### src/rtl/wave_xfade_switch.sv
// Click-free waveform source switcher.
// Instead of switching sources instantly, the current source is faded to
// zero, the source index is swapped at zero gain, and the new source is
// faded back in. The gain moves one step per sample_req strobe.
// Optional build macro: XFADE_SOFT_START_EN. When it is defined, the switcher
// leaves reset fading in from silence instead of starting at full gain.
module wave_xfade_switch #(
  parameter int RAMP_SHIFT = 6,
  parameter int DATA_W     = 16
) (
  input  logic              clk,
  input  logic              reset,
  input  logic              sample_req,
  input  logic [2:0]        wave_sel,
  input  logic [DATA_W-1:0] sine_in,
  input  logic [DATA_W-1:0] square_in,
  input  logic [DATA_W-1:0] triangle_in,
  input  logic [DATA_W-1:0] sawtooth_in,
  input  logic [DATA_W-1:0] ecg_in,
  output logic [DATA_W-1:0] audio_output,
  output logic [2:0]        cur_src,
  output logic              busy
);

  localparam int GW = RAMP_SHIFT + 1;
  localparam int PW = DATA_W + RAMP_SHIFT + 2;
  localparam logic [GW-1:0] GMAX    = {1'b1, {RAMP_SHIFT{1'b0}}};
  localparam logic [GW-1:0] GMAX_M1 = {1'b0, {RAMP_SHIFT{1'b1}}};
  localparam logic [GW-1:0] GONE    = {{RAMP_SHIFT{1'b0}}, 1'b1};

  typedef enum logic [1:0] {IDLE, FADE_OUT, FADE_IN} state_t;

  state_t            state_q, state_d;
  logic [GW-1:0]     gain_q, gain_d;
  logic [2:0]        cur_src_q, cur_src_d;
  logic [DATA_W-1:0] audio_q, sample_d;
  logic [2:0]        sync1_q, sync2_q;
  logic [2:0]        target;

  logic signed [DATA_W-1:0] src_s;
  logic signed [GW:0]       gain_s;
  logic signed [PW-1:0]     prod;

  // Two-flop synchronizer for the switch input; it runs every clock so the
  // select is settled by the time a strobe looks at it.
  always_ff @(posedge clk) begin
    if (reset) begin
      sync1_q <= 3'b000;
      sync2_q <= 3'b000;
    end else begin
      sync1_q <= wave_sel;
      sync2_q <= sync1_q;
    end
  end

  // Map the switch pattern onto a source index; unknown patterns fall back to sine.
  always_comb begin
    target = 3'd0;
    case (sync2_q)
      3'b000:  target = 3'd0;
      3'b001:  target = 3'd1;
      3'b011:  target = 3'd2;
      3'b110:  target = 3'd3;
      3'b010:  target = 3'd4;
      default: target = 3'd0;
    endcase
  end

  // State register: state, gain, source index and output sample advance only on strobes.
  always_ff @(posedge clk) begin
    if (reset) begin
`ifdef XFADE_SOFT_START_EN
      state_q <= FADE_IN;
      gain_q  <= '0;
`else
      state_q <= IDLE;
      gain_q  <= GMAX;
`endif
      cur_src_q <= 3'd0;
      audio_q   <= '0;
    end else if (sample_req) begin
      state_q   <= state_d;
      gain_q    <= gain_d;
      cur_src_q <= cur_src_d;
      audio_q   <= sample_d;
    end
  end

  // Next-state logic for the fade-out / swap / fade-in ramp.
  always_comb begin
    state_d   = state_q;
    gain_d    = gain_q;
    cur_src_d = cur_src_q;
    case (state_q)
      IDLE: begin
        if (target != cur_src_q) begin
          state_d = FADE_OUT;
          gain_d  = GMAX_M1;
        end
      end
      FADE_OUT: begin
        if (target == cur_src_q) begin
          state_d = FADE_IN;
          gain_d  = gain_q + GONE;
        end else if (gain_q == '0) begin
          cur_src_d = target;
          state_d   = FADE_IN;
          gain_d    = GONE;
        end else begin
          gain_d = gain_q - GONE;
        end
      end
      FADE_IN: begin
        // Gain can only be zero here right after a soft-start reset; clamp it
        // so a select change at that moment cannot wrap the gain.
        if (target != cur_src_q) begin
          state_d = FADE_OUT;
          gain_d  = (gain_q == '0) ? '0 : gain_q - GONE;
        end else if (gain_q == GMAX) begin
          state_d = IDLE;
        end else begin
          gain_d = gain_q + GONE;
        end
      end
      default: begin
        state_d = IDLE;
        gain_d  = GMAX;
      end
    endcase
  end

  // Output logic: select the active source and scale it by the pre-step gain.
  always_comb begin
    src_s = $signed(sine_in);
    case (cur_src_q)
      3'd0:    src_s = $signed(sine_in);
      3'd1:    src_s = $signed(square_in);
      3'd2:    src_s = $signed(triangle_in);
      3'd3:    src_s = $signed(sawtooth_in);
      3'd4:    src_s = $signed(ecg_in);
      default: src_s = $signed(sine_in);
    endcase
    gain_s       = $signed({1'b0, gain_q});
    prod         = PW'(src_s) * PW'(gain_s);
    sample_d     = DATA_W'(prod >>> RAMP_SHIFT);
    busy         = (state_q != IDLE);
    cur_src      = cur_src_q;
    audio_output = audio_q;
  end

endmodule
### config.mk
export PLATFORM = sky130hd
export DESIGN_NAME = wave_xfade_switch
export DESIGN_NICKNAME = d
export VERILOG_FILES = /design/src/rtl/wave_xfade_switch.sv
export SDC_FILE = /design/constraint.sdc
export NUM_CORES = 1
export LEC_CHECK = 0
export ABC_AREA = 0
export CORE_ASPECT_RATIO = 2
export CORE_MARGIN = 4
export CORE_UTILIZATION = 56
export DETAILED_ROUTE_END_ITERATION = 8
export PLACE_DENSITY = 0.83
export RECOVER_POWER = 100
export SLEW_MARGIN = 10
export SYNTH_ARGS = -nofsm -noshare
export SYNTH_HDL_FRONTEND = slang
export SYNTH_SLANG_ARGS = --single-unit
### constraint.sdc
create_clock -name clk -period 6.75 [get_ports clk]
set_clock_uncertainty 0.1 [all_clocks]
set_input_delay 1.35 -clock clk [delete_from_list [all_inputs] [get_ports clk]]
set_output_delay 1.35 -clock clk [all_outputs]
set_load 0.005 [all_outputs]
==> flow_metrics.tcl <==
set metrics [dict create \
    status "completed" \
    antenna_found_initial 0 \
    final_area_um2 7820 \
    ios 106 \
    yosysSeqAreaShare 0.110 \
    grt_pass1_vias 6197 \
    pwr-share-seq 0.180 \
    die_x_um 82.4 \
    startpoint_type "primary input" \
    wl_per_cell_um 18.6 \
    drt-initial-drc-count 257 \
    r2r_end "audio_output[15]$_SDFFE_PP0P_" \
    initial_core_util 0.570 \
    cts.sinks 34 \
    die_height_um 157 \
    synth-edff-count 0 \
    max_freq_mhz 151 \
    drive_above_1_share 0.124 \
    p_leak_nw 3.63 \
    drv_cap 0 \
    rsz0062_at_grt "true" \
    syn_inst 701 \
    swShare 0.422 \
    fillers 820 \
    maxSlewViolCount 0 \
    drt-total-wl_um 17900 \
    slew_headroom 0.174 \
    cts_setup_buffers 0 \
    p_comb_frac 0.687 \
    ys.flop_type "dfxtp_1" \
    r2r-start "cur_src[1]$_SDFFE_PP0P_" \
    critical_path_class "in2reg" \
    p_int_uw 962 \
    cts_buffers 5 \
    drt_first_pass_iters 4 \
    path_clk_slew_ns 0.05 \
    layout_min_cycle_time_ns 6.61 \
    viasPerCell 5.71 \
    switching_power_uw 702 \
    core-area_um2 10900 \
    grt_max_degree 36 \
    areaGrowthSynthToFinish_pct 26.1 \
    required_ns 6.80 \
    final_util 0.719 \
    tightest_slew_ns 1.23 \
    critPathCaptureType "flip-flop" \
    synth-seq-cells 34 \
    cts_tree "yes" \
    overflow 0 \
    avgSynthCellArea_um2 8.85 \
    worstPathArrival_ns 6.66 \
    grtUsageTotal 0.298 \
    drc_errors 0 \
    min_period_over_period 0.979 \
    netlist_area_um2 6200 \
    synthesis.nets 910 \
    placed_area_um2 7610 \
    yosys.area.top_type "fa_1" \
    ant_nets 0 \
    clk_latency_ns 0.28 \
    yosys_warnings 0 \
    finalHoldViolations 0 \
    synthArstFlopShare 0 \
    r2r_cells 20 \
    finalSetupViolCount 0 \
    clockBufferDepth 2 \
    crit_start "square_in[11]" \
    r2r_slack_ns 0.52 \
    gp_congestion 0.885 \
    fin_nets 1034 \
    hold_class "reg2reg" \
    grt_first_pass_wirelength_um 29400 \
    ir_drop_mv 0.288 \
    io_buffer_count 105 \
    netlist_top_cells_area "fa_1 26%, dfxtp_1 11%, ha_1 8.7%" \
    htree_levels 2 \
    rows 54 \
    power_density_nw_per_um2 213 \
    num_antenna_cells 0 \
    synthDistinctLibCells 68 \
    dr_total_vias 5504 \
    endpoint "audio_output[15]$_SDFFE_PP0P_" \
    crit_fanout 4 \
    post-synth-top-area-fraction 0.258 \
    fin_hold_ws_ns 0.355 \
    die-area_um2 12900 \
    cts-root-buf "clkbuf_16" \
    clkPwrFrac 0.133 \
    place_hpwl_um 14700 \
    postCtsHoldBufs 0 \
]
critical path, stage by stage:
cell             delay (ns)
clkdlybuf4s50_1        0.43
mux4_2                 0.47
nor2_1                 0.13
a21oi_2                0.11
and2_1                 0.21
fa_1                   0.51
inv_1                  0.07
fa_1                   0.57
fa_1                   0.44
fa_1                   0.50
inv_1                  0.04
ha_1                   0.28
a21o_1                 0.20
a211o_1                0.33
a211oi_2               0.22
o21ai_2                0.13
a311oi_2               0.26
buf_4                  0.17
mux2i_1                0.17
nor3_1                 0.06
power groups by stage:
stage	registers, mW	logic (mW)	clock network (mW)
after detailed placement	0.302	1.09	0
after floorplan	0.278	0.681	0
final	0.300	1.14	0.221
after CTS	0.300	1.12	0.223
after global placement	0.302	1.06	0
after global routing	0.306	1.28	0.231
cells in the final DEF, fill, tap and decap left out, drive strengths merged, types with 10 or more instances in the layout:
| cell type | netlist | routed |
|---|---|---|
| nor2 | 47 | 47 |
| ha | 43 | 43 |
| nand2 | 44 | 44 |
| dlygate4sd3 | 0 | 17 |
| xnor2 | 10 | 10 |
| nand3 | 13 | 13 |
| o21ai | 14 | 14 |
| nand2b | 10 | 10 |
| buf | 11 | 46 |
| a21oi | 31 | 31 |
| fa | 80 | 80 |
| nor2b | 12 | 12 |
| clkdlybuf4s50 | 0 | 88 |
| xor2 | 12 | 12 |
| mux2i | 29 | 29 |
| inv | 109 | 109 |
| mux4 | 14 | 14 |
| and2 | 78 | 78 |
| dfxtp | 34 | 34 |
area by class of cell:
| type | instances | area [um2] | share of cell area |
|---|---|---|---|
| clock buffer | 6 | 139 | 0.0178 |
| multi-input combinational | 522 | 5010 | 0.640 |
| tap | 140 | 175 | 0.0224 |
| sequential | 34 | 681 | 0.0870 |
| timing repair buffer | 153 | 1410 | 0.180 |
| inverter | 109 | 409 | 0.0523 |
flip-flops by register name, summed over array words and instances (netlist names):
signal	cells
cur_src	3
sync1_q	3
audio_output	16
gain_q	7
state_q	2
sync2_q	3
logic make-up (layout without fill, tap and decap cells):
| family | Yosys count | after routing | synth area share |
|---|---|---|---|
| adder cells (fa/ha/maj) | 127 | 127 | 0.352 |
| XOR/XNOR | 22 | 22 | 0.0311 |
| flip-flops | 34 | 34 | 0.110 |
| AO/OA/AOI/OAI | 92 | 92 | 0.108 |
| buffers and inverters | 145 | 268 | 0.0942 |
| AND/OR/NAND/NOR | 238 | 238 | 0.208 |
| multiplexers | 43 | 43 | 0.0976 |
cells in the mapped netlist (10+ instances only):
cell / instances
a21oi_1: 31
mux2i_1: 29
nand2b_1: 10
and2_1: 78
nor2b_1: 12
ha_1: 43
xnor2_1: 10
o21ai_0: 11
clkbuf_1: 24
fa_1: 80
mux4_2: 14
xor2_1: 12
inv_1: 109
dfxtp_1: 34
nand2_1: 43
nor2_1: 46
nand3_1: 13
stage by stage:
step / std cells / setup TNS, ns / power (mW) / setup WS, ns
global route: 964 / -0.117 / 1.82 / -0.0475
global placement: 958 / -0.899 / 1.36 / -0.224
finish: 964 / 0 / 1.66 / 0.140
detailed placement: 958 / -2.05 / 1.39 / -0.390
CTS: 964 / 0 / 1.64 / 0.0261
floorplan: 701 / 0 / 0.959 / 0.556
repair_timing:
item / 4_1_cts / 5_1_grt
setup endpoints to repair: 3 / 7
resized for setup: 3 / 16
pin swaps: 0 / 2
endpoints found under the hold margin: 0 / 0
how the worst min path moves through the flow:
stage	from	endpoint	slack, ns	depth (start not counted)
finish	sync1_q[2]$_SDFF_PP0_	sync2_q[2]$_SDFF_PP0_	0.35	1
global route	sync1_q[2]$_SDFF_PP0_	sync2_q[2]$_SDFF_PP0_	0.38	1
CTS	sync1_q[2]$_SDFF_PP0_	sync2_q[2]$_SDFF_PP0_	0.36	1
detailed placement	sync1_q[2]$_SDFF_PP0_	sync2_q[2]$_SDFF_PP0_	0.34	1
global placement	sync1_q[2]$_SDFF_PP0_	sync2_q[2]$_SDFF_PP0_	0.33	1
floorplan	sync1_q[0]$_SDFF_PP0_	sync2_q[0]$_SDFF_PP0_	0.31	1
per-layer routing:
| metal | share of wire | global-route usage | up-vias |
|---|---|---|---|
| li1 | - | - | 2531 |
| met1 | 0.35 | 0.327 | 2733 |
| met2 | 0.56 | 0.543 | 170 |
| met3 | 0.033 | 0.0259 | 70 |
| met4 | 0.059 | 0.159 | 0 |
| met5 | 0 | 0 | - |
Power figures use the tool's default switching activity.
